`config.mk`:
```
export PLATFORM = sky130hd
export DESIGN_NAME = md_init_dump_ctrl
export DESIGN_NICKNAME = d
export VERILOG_FILES = /design/src/rtl/md_init_dump_ctrl.sv
export SDC_FILE = /design/constraint.sdc
export NUM_CORES = 1
export LEC_CHECK = 0
export ABC_CLOCK_PERIOD_IN_PS = 3500
export CORE_AREA = 2 2 97 99
export CTS_CLUSTER_DIAMETER = 30
export CTS_CLUSTER_SIZE = 20
export DETAILED_ROUTE_END_ITERATION = 8
export DIE_AREA = 0 0 99 101
export GPL_ROUTABILITY_DRIVEN = 1
export PLACE_DENSITY = 0.72
export REMOVE_ABC_BUFFERS = 1
export SKIP_CTS_REPAIR_TIMING = 1
export SKIP_LAST_GASP = 1
export SLEW_MARGIN = 10
export SYNTH_ARGS = -nofsm -noshare
export SYNTH_HDL_FRONTEND = slang
export SYNTH_SLANG_ARGS = --single-unit
```
`constraint.sdc`:
```
create_clock -name clk -period 3.5 [get_ports clk]
set_input_delay 0.7 -clock clk [delete_from_list [all_inputs] [get_ports clk]]
set_output_delay 0.7 -clock clk [all_outputs]
set_load 0.01 [all_outputs]
```
`src/rtl/md_init_dump_ctrl.sv`:
```
`default_nettype none
// ============================================================================
// Module   : md_init_dump_ctrl
// Brief    : Walks cell IDs for host init streams and per-cell dump sequences.
// Revision : 1.0
// ============================================================================
module md_init_dump_ctrl #(
    parameter int NUM_CELLS_MAX  = 27,
    parameter int TDEST_WIDTH    = 16,
    parameter int MAX_DUMP_BEATS = 256,
    parameter int BEAT_CNT_WIDTH = 16
) (
    input  logic                      clk,
    input  logic                      rst_n,
    input  logic                      i_cmd_valid,
    output logic                      o_cmd_ready,
    input  logic                      i_cmd_op,
    input  logic [TDEST_WIDTH-1:0]    i_cmd_num_cells,
    input  logic                      i_s_axis_h2k_tvalid,
    input  logic                      i_s_axis_h2k_tlast,
    input  logic [TDEST_WIDTH-1:0]    i_s_axis_h2k_tdest,
    output logic                      o_s_axis_h2k_tready,
    input  logic                      i_dump_tvalid,
    input  logic                      i_dump_end,
    output logic                      o_init_start,
    output logic                      o_dump_start,
    output logic [TDEST_WIDTH-1:0]    o_init_ID,
    output logic [BEAT_CNT_WIDTH-1:0] o_beat_count,
    output logic                      o_busy,
    output logic                      o_done,
    output logic                      o_err
);

    typedef enum logic [2:0] {
        S_IDLE      = 3'd0,
        S_INIT_CELL = 3'd1,
        S_INIT_NEXT = 3'd2,
        S_DUMP_CELL = 3'd3,
        S_DUMP_NEXT = 3'd4,
        S_DONE      = 3'd5
    } state_t;

    localparam logic [TDEST_WIDTH-1:0]    c_NUM_MAX  = TDEST_WIDTH'(NUM_CELLS_MAX);
    localparam logic [BEAT_CNT_WIDTH-1:0] c_BEAT_SAT = '1;

    state_t                      r_state;
    state_t                      w_state_nxt;
    logic [TDEST_WIDTH-1:0]      r_cell;
    logic [TDEST_WIDTH-1:0]      w_cell_nxt;
    logic [TDEST_WIDTH-1:0]      r_num;
    logic [TDEST_WIDTH-1:0]      w_num_nxt;
    logic [TDEST_WIDTH-1:0]      w_num_clamped;
    logic [BEAT_CNT_WIDTH-1:0]   r_beat;
    logic [BEAT_CNT_WIDTH-1:0]   w_beat_nxt;
    logic [BEAT_CNT_WIDTH-1:0]   w_beat_inc;
    logic                        r_err;
    logic                        w_err_nxt;
    logic                        w_last_cell;
    logic                        w_dump_limit;

    assign w_num_clamped = (i_cmd_num_cells > c_NUM_MAX) ? c_NUM_MAX : i_cmd_num_cells;
    assign w_beat_inc    = (r_beat == c_BEAT_SAT) ? r_beat : r_beat + BEAT_CNT_WIDTH'(1);
    assign w_last_cell   = (r_cell == r_num - TDEST_WIDTH'(1));
    // Timeout is judged on the count including the beat arriving now.
    assign w_dump_limit  = (int'(w_beat_inc) >= MAX_DUMP_BEATS);

    always_ff @(posedge clk) begin
        if (!rst_n) begin
            r_state <= S_IDLE;
            r_cell  <= '0;
            r_num   <= '0;
            r_beat  <= '0;
            r_err   <= 1'b0;
        end else begin
            r_state <= w_state_nxt;
            r_cell  <= w_cell_nxt;
            r_num   <= w_num_nxt;
            r_beat  <= w_beat_nxt;
            r_err   <= w_err_nxt;
        end
    end

    always_comb begin
        w_state_nxt = r_state;
        w_cell_nxt  = r_cell;
        w_num_nxt   = r_num;
        w_beat_nxt  = r_beat;
        w_err_nxt   = 1'b0;
        case (r_state)
            S_IDLE: begin
                if (i_cmd_valid) begin
                    w_num_nxt  = w_num_clamped;
                    w_cell_nxt = '0;
                    w_beat_nxt = '0;
                    if (w_num_clamped == '0) begin
                        w_state_nxt = S_DONE;
                    end else if (i_cmd_op) begin
                        w_state_nxt = S_DUMP_CELL;
                    end else begin
                        w_state_nxt = S_INIT_CELL;
                    end
                end
            end
            S_INIT_CELL: begin
                if (i_s_axis_h2k_tvalid) begin
                    if (i_s_axis_h2k_tdest == r_cell) begin
                        w_beat_nxt = w_beat_inc;
                        if (i_s_axis_h2k_tlast) begin
                            w_state_nxt = S_INIT_NEXT;
                        end
                    end else begin
                        // Misrouted beat is still consumed; only flagged.
                        w_err_nxt = 1'b1;
                    end
                end
            end
            S_DUMP_CELL: begin
                if (i_dump_tvalid) begin
                    w_beat_nxt = w_beat_inc;
                    if (i_dump_end) begin
                        w_state_nxt = S_DUMP_NEXT;
                    end else if (w_dump_limit) begin
                        w_err_nxt   = 1'b1;
                        w_state_nxt = S_DUMP_NEXT;
                    end
                end
            end
            S_INIT_NEXT, S_DUMP_NEXT: begin
                if (w_last_cell) begin
                    w_state_nxt = S_DONE;
                end else begin
                    w_cell_nxt  = r_cell + TDEST_WIDTH'(1);
                    w_beat_nxt  = '0;
                    w_state_nxt = (r_state == S_INIT_NEXT) ? S_INIT_CELL : S_DUMP_CELL;
                end
            end
            S_DONE: begin
                w_state_nxt = S_IDLE;
            end
            default: begin
                w_state_nxt = S_IDLE;
            end
        endcase
    end

    assign o_cmd_ready         = (r_state == S_IDLE);
    assign o_busy              = (r_state != S_IDLE);
    assign o_done              = (r_state == S_DONE);
    assign o_init_start        = (r_state == S_INIT_CELL);
    assign o_dump_start        = (r_state == S_DUMP_CELL);
    assign o_s_axis_h2k_tready = (r_state == S_INIT_CELL);
    assign o_init_ID           = r_cell;
    assign o_beat_count        = r_beat;
    assign o_err               = r_err;

endmodule
`default_nettype wire

```
==> results of run 1 <==
## through the flow
| stage | total power, W | cells | hold slack (ns) | setup WS, ns | util |
|---|---|---|---|---|---|
| after global placement | 0.00125 | 624 | 0.484 | 0.411 | 0.482 |
| final | 0.00170 | 632 | 0.504 | 0.417 | 0.495 |
| after CTS | 0.00170 | 632 | 0.501 | 0.435 | 0.495 |
| after floorplan | 0.00103 | 426 | 0.473 | 0.942 | - |
| after global routing | 0.00179 | 632 | 0.522 | 0.129 | 0.495 |
| after detailed placement | 0.00126 | 624 | 0.487 | 0.377 | 0.482 |
## path summary, 6_finish.rpt
kind                           from                        end  slack (ns)
max reg2reg   r_num[0]$_SDFFE_PN0P_  o_init_ID[9]$_SDFFE_PN0P_        0.42
min reg2reg  r_num[15]$_SDFFE_PN0P_     r_num[15]$_SDFFE_PN0P_        0.50
max           r_num[0]$_SDFFE_PN0P_  o_init_ID[9]$_SDFFE_PN0P_        0.42
min          r_num[15]$_SDFFE_PN0P_     r_num[15]$_SDFFE_PN0P_        0.50
## sequential cells by signal, summed over array words and instances (netlist names)
| signal | flops |
|---|---|
| o_beat_count | 16 |
| o_err | 1 |
| o_init_ID | 16 |
| r_num | 16 |
| r_state | 3 |
## synth_stat cells, types with 6 or more instances
cell type | count | share of area
dfxtp_1 | 52 | 0.30
nand2_1 | 50 | 0.054
a31oi_1 | 13 | 0.023
nor2_1 | 42 | 0.045
mux2i_1 | 6 | 0.017
xnor2_1 | 26 | 0.066
nand3_1 | 13 | 0.019
clkbuf_1 | 23 | 0.025
a21oi_1 | 18 | 0.026
o21ai_0 | 26 | 0.037
xor2_1 | 8 | 0.020
nor3_1 | 22 | 0.032
nand4_1 | 12 | 0.022
o21a_1 | 6 | 0.013
inv_1 | 10 | 0.011
and3_1 | 15 | 0.027
nor4_1 | 9 | 0.016
or3_1 | 16 | 0.029
## layer usage
metal  vias to the layer above  GRT usage  routed length, µm
met5                         -          0                  0
met4                         0     0.0558                152
met3                        21     0.0291                590
met2                       137      0.365               5120
met1                      1762      0.257               4360
li1                       1795          -                  -
## placed cells by master (no fill, tap or decap), drive strengths merged, types with 4 or more instances in the layout
cell           Yosys  layout
o211ai             4       4
or3               16      16
buf                7       9
clkdlybuf4s50      0      78
xnor2             26      26
inv               10      10
nor3              22      22
dfxtp             52      52
xor2               8       8
o21a               7       7
a31oi             13      13
o21ai             29      29
nand4             13      13
o31ai              4       4
nor2              42      42
clkbuf            23       6
nand2             50      50
nor4              13      13
a211oi             4       4
and3              15      15
a21oi             18      18
and2               5       5
nand3             13      13
or4                6       6
mux2i              6       6
## where the power goes
| group | switching (W) | leakage, nW | internal, W |
|---|---|---|---|
| clock network | 0.000208 | 0.0614 | 0.000234 |
| logic | 0.000331 | 1.07 | 0.000261 |
| registers | 0.0000500 | 0.420 | 0.000613 |
## worst reg2reg max path: stages, from the launching register on
cell and delay, ns:
dfxtp_1 0.37, inv_1 0.10, ha_1 0.20, nor3b_2 0.52, o2111ai_1 0.19, a32oi_1 0.31
nand4_2 0.18, nor4b_4 0.41, o21ai_1 0.38, a31oi_1 0.28, a41o_1 0.11
## layout make-up
type                            count  area (µm²)  share of cell area
Timing Repair Buffer               87         848               0.191
Sequential cell                    52        1040               0.234
Multi-Input combinational cell    364        2260               0.508
Tap cell                          111         139              0.0312
Inverter                           10        37.5             0.00844
Clock buffer                        6        82.6              0.0186
Clock inverter                      2        38.8             0.00872
## kinds of logic after synthesis
kind of cell,after synthesis,synth area share
AOI/OAI and AO/OA,107,0.201
xor gates and xnor gates,34,0.0857
adders and majority gates,3,0.0108
buffers and inverters,40,0.0497
DFF,52,0.300
muxes,7,0.0205
and+or+nand+nor,213,0.332
==> metrics.txt, run 1 <==
status completed; Slew headroom 0.474; slew of the pin with the lowest slew margin 0.784 ns; fin crit share 0.881; crit path time final 3.08 ns; # fillers 890; WP data required 3.76 ns; crit-path max cell delay 0.52 ns; Iter 0 DRT Violations 212; critical path arrival 3.34 ns; largest net degree at the start of global routing 22; GR Overflow Total 0; vias 3715; worst-path fanout max 11; Worst Clk Skew 0.0117 ns; gpl congestion 0.907; Hold WC Path Type flip-flop to flip-flop; Vias per Instance 5.88; Final nets 563; Post-synth ARST share 0; vias in the first global route 3555; Buf/Inv on CP 1; Port Buf Inserts 78; Root Driver clkbuf_8; # IOs 79; final hold vios 0; slowest cell on the critical path nor3b_2; Synth Cell Area 0.00347 mm²; ANT nets after route 0; final count of negative-setup-slack endpoints 0; final design area excluding fillers 0.00445 mm²; number of flops mapped to enable cells by yosys 0; WP depth 10; total CTS buffers 5; DP Wirelength 7.68 mm; max_cap viols 0; Max Freq 0.324 GHz; critical-path cell list inv_1, ha_1, nor3b_2, o2111ai_1, a32oi_1, nand4_2, nor4b_4, o21ai_1, a31oi_1, a41o_1; sequential area share after synthesis 0.300; share of cells above drive strength 1 0.0633; GRT Total Usage 0.204; Yosys warning total 0; syn_area_per_cell 7.62 µm²; CTS tree yes; H-tree lvl count 2; WL final 10.2 mm; Sink Count 52; Worst VDD drop 0.193 mV; first-pass GRT wire length 17.0 mm; cell row count 35; pins over their slew limit 0; Die H 101 µm; RSZ-0062 raised after global routing false; core area 0.00898 mm²; area post-placement 0.00433 mm²; antenna cells 0; Worst-path clk slew 0.10 ns; setup TNS 0 ns; Synth Instances 456; antenna violations before repair 0; Distinct cells, synth 62; Top delay family on crit path compound AO/OA/AOI/OAI gates; Setup CP Type flip-flop to flip-flop; number of synthesized register bits 52; DRT Pass-1 Iters 5; Layout area overhead 28.0%; maximum clock path buffer count 2; Critical Path Source Type flip-flop; Clock Latency Late Sink 0.31 ns; die span in x 99 µm; hold depth 1; Initial Util 0.387; Crit. End Element flip-flop; R2R depth 10; cell area power density 382 mW/mm²; leakage 1.56 nW; post-DR wirelength/cell 16.2 µm; top_reg_cell synth dfxtp_1; Die ar. 0.0100 mm²; drt drc 0
Note: power is estimated with default switching activity, not from simulation.
==> inputs of run 2 (changes only) <==
--- a/config.mk
+++ b/config.mk
@@ -5,7 +5,7 @@
 export SDC_FILE = /design/constraint.sdc
 export NUM_CORES = 1
 export LEC_CHECK = 0
-export ABC_CLOCK_PERIOD_IN_PS = 3500
+export ABC_CLOCK_PERIOD_IN_PS = 3600
 export CORE_AREA = 2 2 97 99
 export CTS_CLUSTER_DIAMETER = 30
 export CTS_CLUSTER_SIZE = 20
==> constraint.sdc (replaced) <==
create_clock -name clk -period 3.6 [get_ports clk]
set_input_delay 0.72 -clock clk [delete_from_list [all_inputs] [get_ports clk]]
set_output_delay 0.72 -clock clk [all_outputs]
set_load 0.02 [all_outputs]
==> run 2 against run 1 <==
Compared with the run above:
- sequential share of layout area up 0.25 points
- routed wire length up 0.13%
- final area down 1.1%
- largest power group unchanged
- total power down 7.2%
- clock skew up 0.0012 ns
- cell count down 0.32%
- register-to-register slack better by 0.07 ns
- critical path type unchanged
- largest cell class unchanged
- hold slack better by 0.015 ns
==> metrics.txt, run 2 (synthesis results as in run 1) <==
Die H 101 µm; first-pass GRT wire length 17.2 mm; share of cells above drive strength 1 0.0578; setup TNS 0 ns; Fin Hold WS 0.518 ns; Initial Util 0.387; antenna cells 0; GR Overflow Total 0; H-tree lvl count 2; post-DR wirelength/cell 16.3 µm; Hold WC Path Type flip-flop to flip-flop; core area 0.00898 mm²; Sink Count 52; Slew headroom 0.493; pins over their slew limit 0; drt drc 0; leakage 1.53 nW; max_cap viols 0; Worst VDD drop 0.161 mV; Clock Latency Late Sink 0.31 ns; Root Driver clkbuf_8; vias 3678; fin cells 630; Iter 0 DRT Violations 153; critical path arrival 3.37 ns; ANT nets after route 0; total CTS buffers 5; vias in the first global route 3563; Final WS setup 0.489 ns; Critical Path Source Type flip-flop; crit path time final 3.11 ns; Final Power 0.00158 W; RSZ-0062 raised after global routing false; Setup CP Type flip-flop to flip-flop; WP data required 3.86 ns; WL final 10.2 mm; Port Buf Inserts 78; CTS tree yes; maximum clock path buffer count 2; pre-CTS WS 0.504 ns; Final nets 561; Worst Clk Skew 0.0129 ns; die span in x 99 µm; antenna violations before repair 0; slew of the pin with the lowest slew margin 0.756 ns; gpl congestion 0.920; status completed; DRT Pass-1 Iters 4; final count of negative-setup-slack endpoints 0; Placed Cells 622; DP Wirelength 7.58 mm; GRT Total Usage 0.207; largest net degree at the start of global routing 24; # IOs 79; commonest non-fill, non-tap cell in the layout clkdlybuf4s50_1; Layout area overhead 26.6%; Crit. End Element flip-flop; Vias per Instance 5.84; cell area power density 358 mW/mm²; fin crit share 0.864; cell row count 35; Max Freq 0.321 GHz; worst-path fanout max 11; most frequent cells in the layout clkdlybuf4s50_1, dfxtp_1, nand2_1; Worst-path clk slew 0.11 ns; final hold vios 0; Die ar. 0.0100 mm²
==> run 2: worst max-delay path, stage by stage, from the launching register on <==
cell     delay (ns)
dfxtp_1        0.43
nor4_2         0.59
nand4_1        0.15
or3_1          0.33
a32o_1         0.34
nor4b_4        0.46
o21ai_1        0.37
a31oi_1        0.28
a41o_1         0.11
==> run 2: final cells by class <==
cell class | count | area (µm²)
inverter | 10 | 37.5
clock buffer | 6 | 72.6
sequential | 52 | 1040
fill | 862 | 4580
multi-input combinational | 364 | 2260
clock inverter | 2 | 16.3
timing repair buffer | 85 | 833
tap | 111 | 139
==> run 2: path summary, 6_finish.rpt <==
check                              start                        end  slack, ns  cells past startpoint
hold reg to reg   r_num[15]$_SDFFE_PN0P_     r_num[15]$_SDFFE_PN0P_       0.52                      1
hold / removal    r_num[15]$_SDFFE_PN0P_     r_num[15]$_SDFFE_PN0P_       0.52                      1
setup reg to reg   r_num[2]$_SDFFE_PN0P_  o_init_ID[7]$_SDFFE_PN0P_       0.49                      8
setup / recovery   r_num[2]$_SDFFE_PN0P_  o_init_ID[7]$_SDFFE_PN0P_       0.49                      8
==> run 2: per-layer routing <==
layer,GRT usage,vias up,part of all wire
met5,0,-,0
met4,0.0590,0,0.015
met3,0.0312,13,0.057
met2,0.361,159,0.49
met1,0.265,1693,0.44
li1,-,1813,-
==> run 2: stage by stage <==
| stage | instance area (µm²) | utilization |
|---|---|---|
| after floorplan | 3340 | - |
| after global placement | 4310 | 0.480 |
| after detailed placement | 4310 | 0.480 |
| after CTS | 4400 | 0.490 |
| after global routing | 4400 | 0.490 |
| final | 4400 | 0.490 |
==> run 2: power by group <==
group	internal, W	switching (W)	total (W)
combinational	0.000247	0.000339	0.000587
clock	0.000139	0.000206	0.000345
sequential	0.000596	0.0000484	0.000644
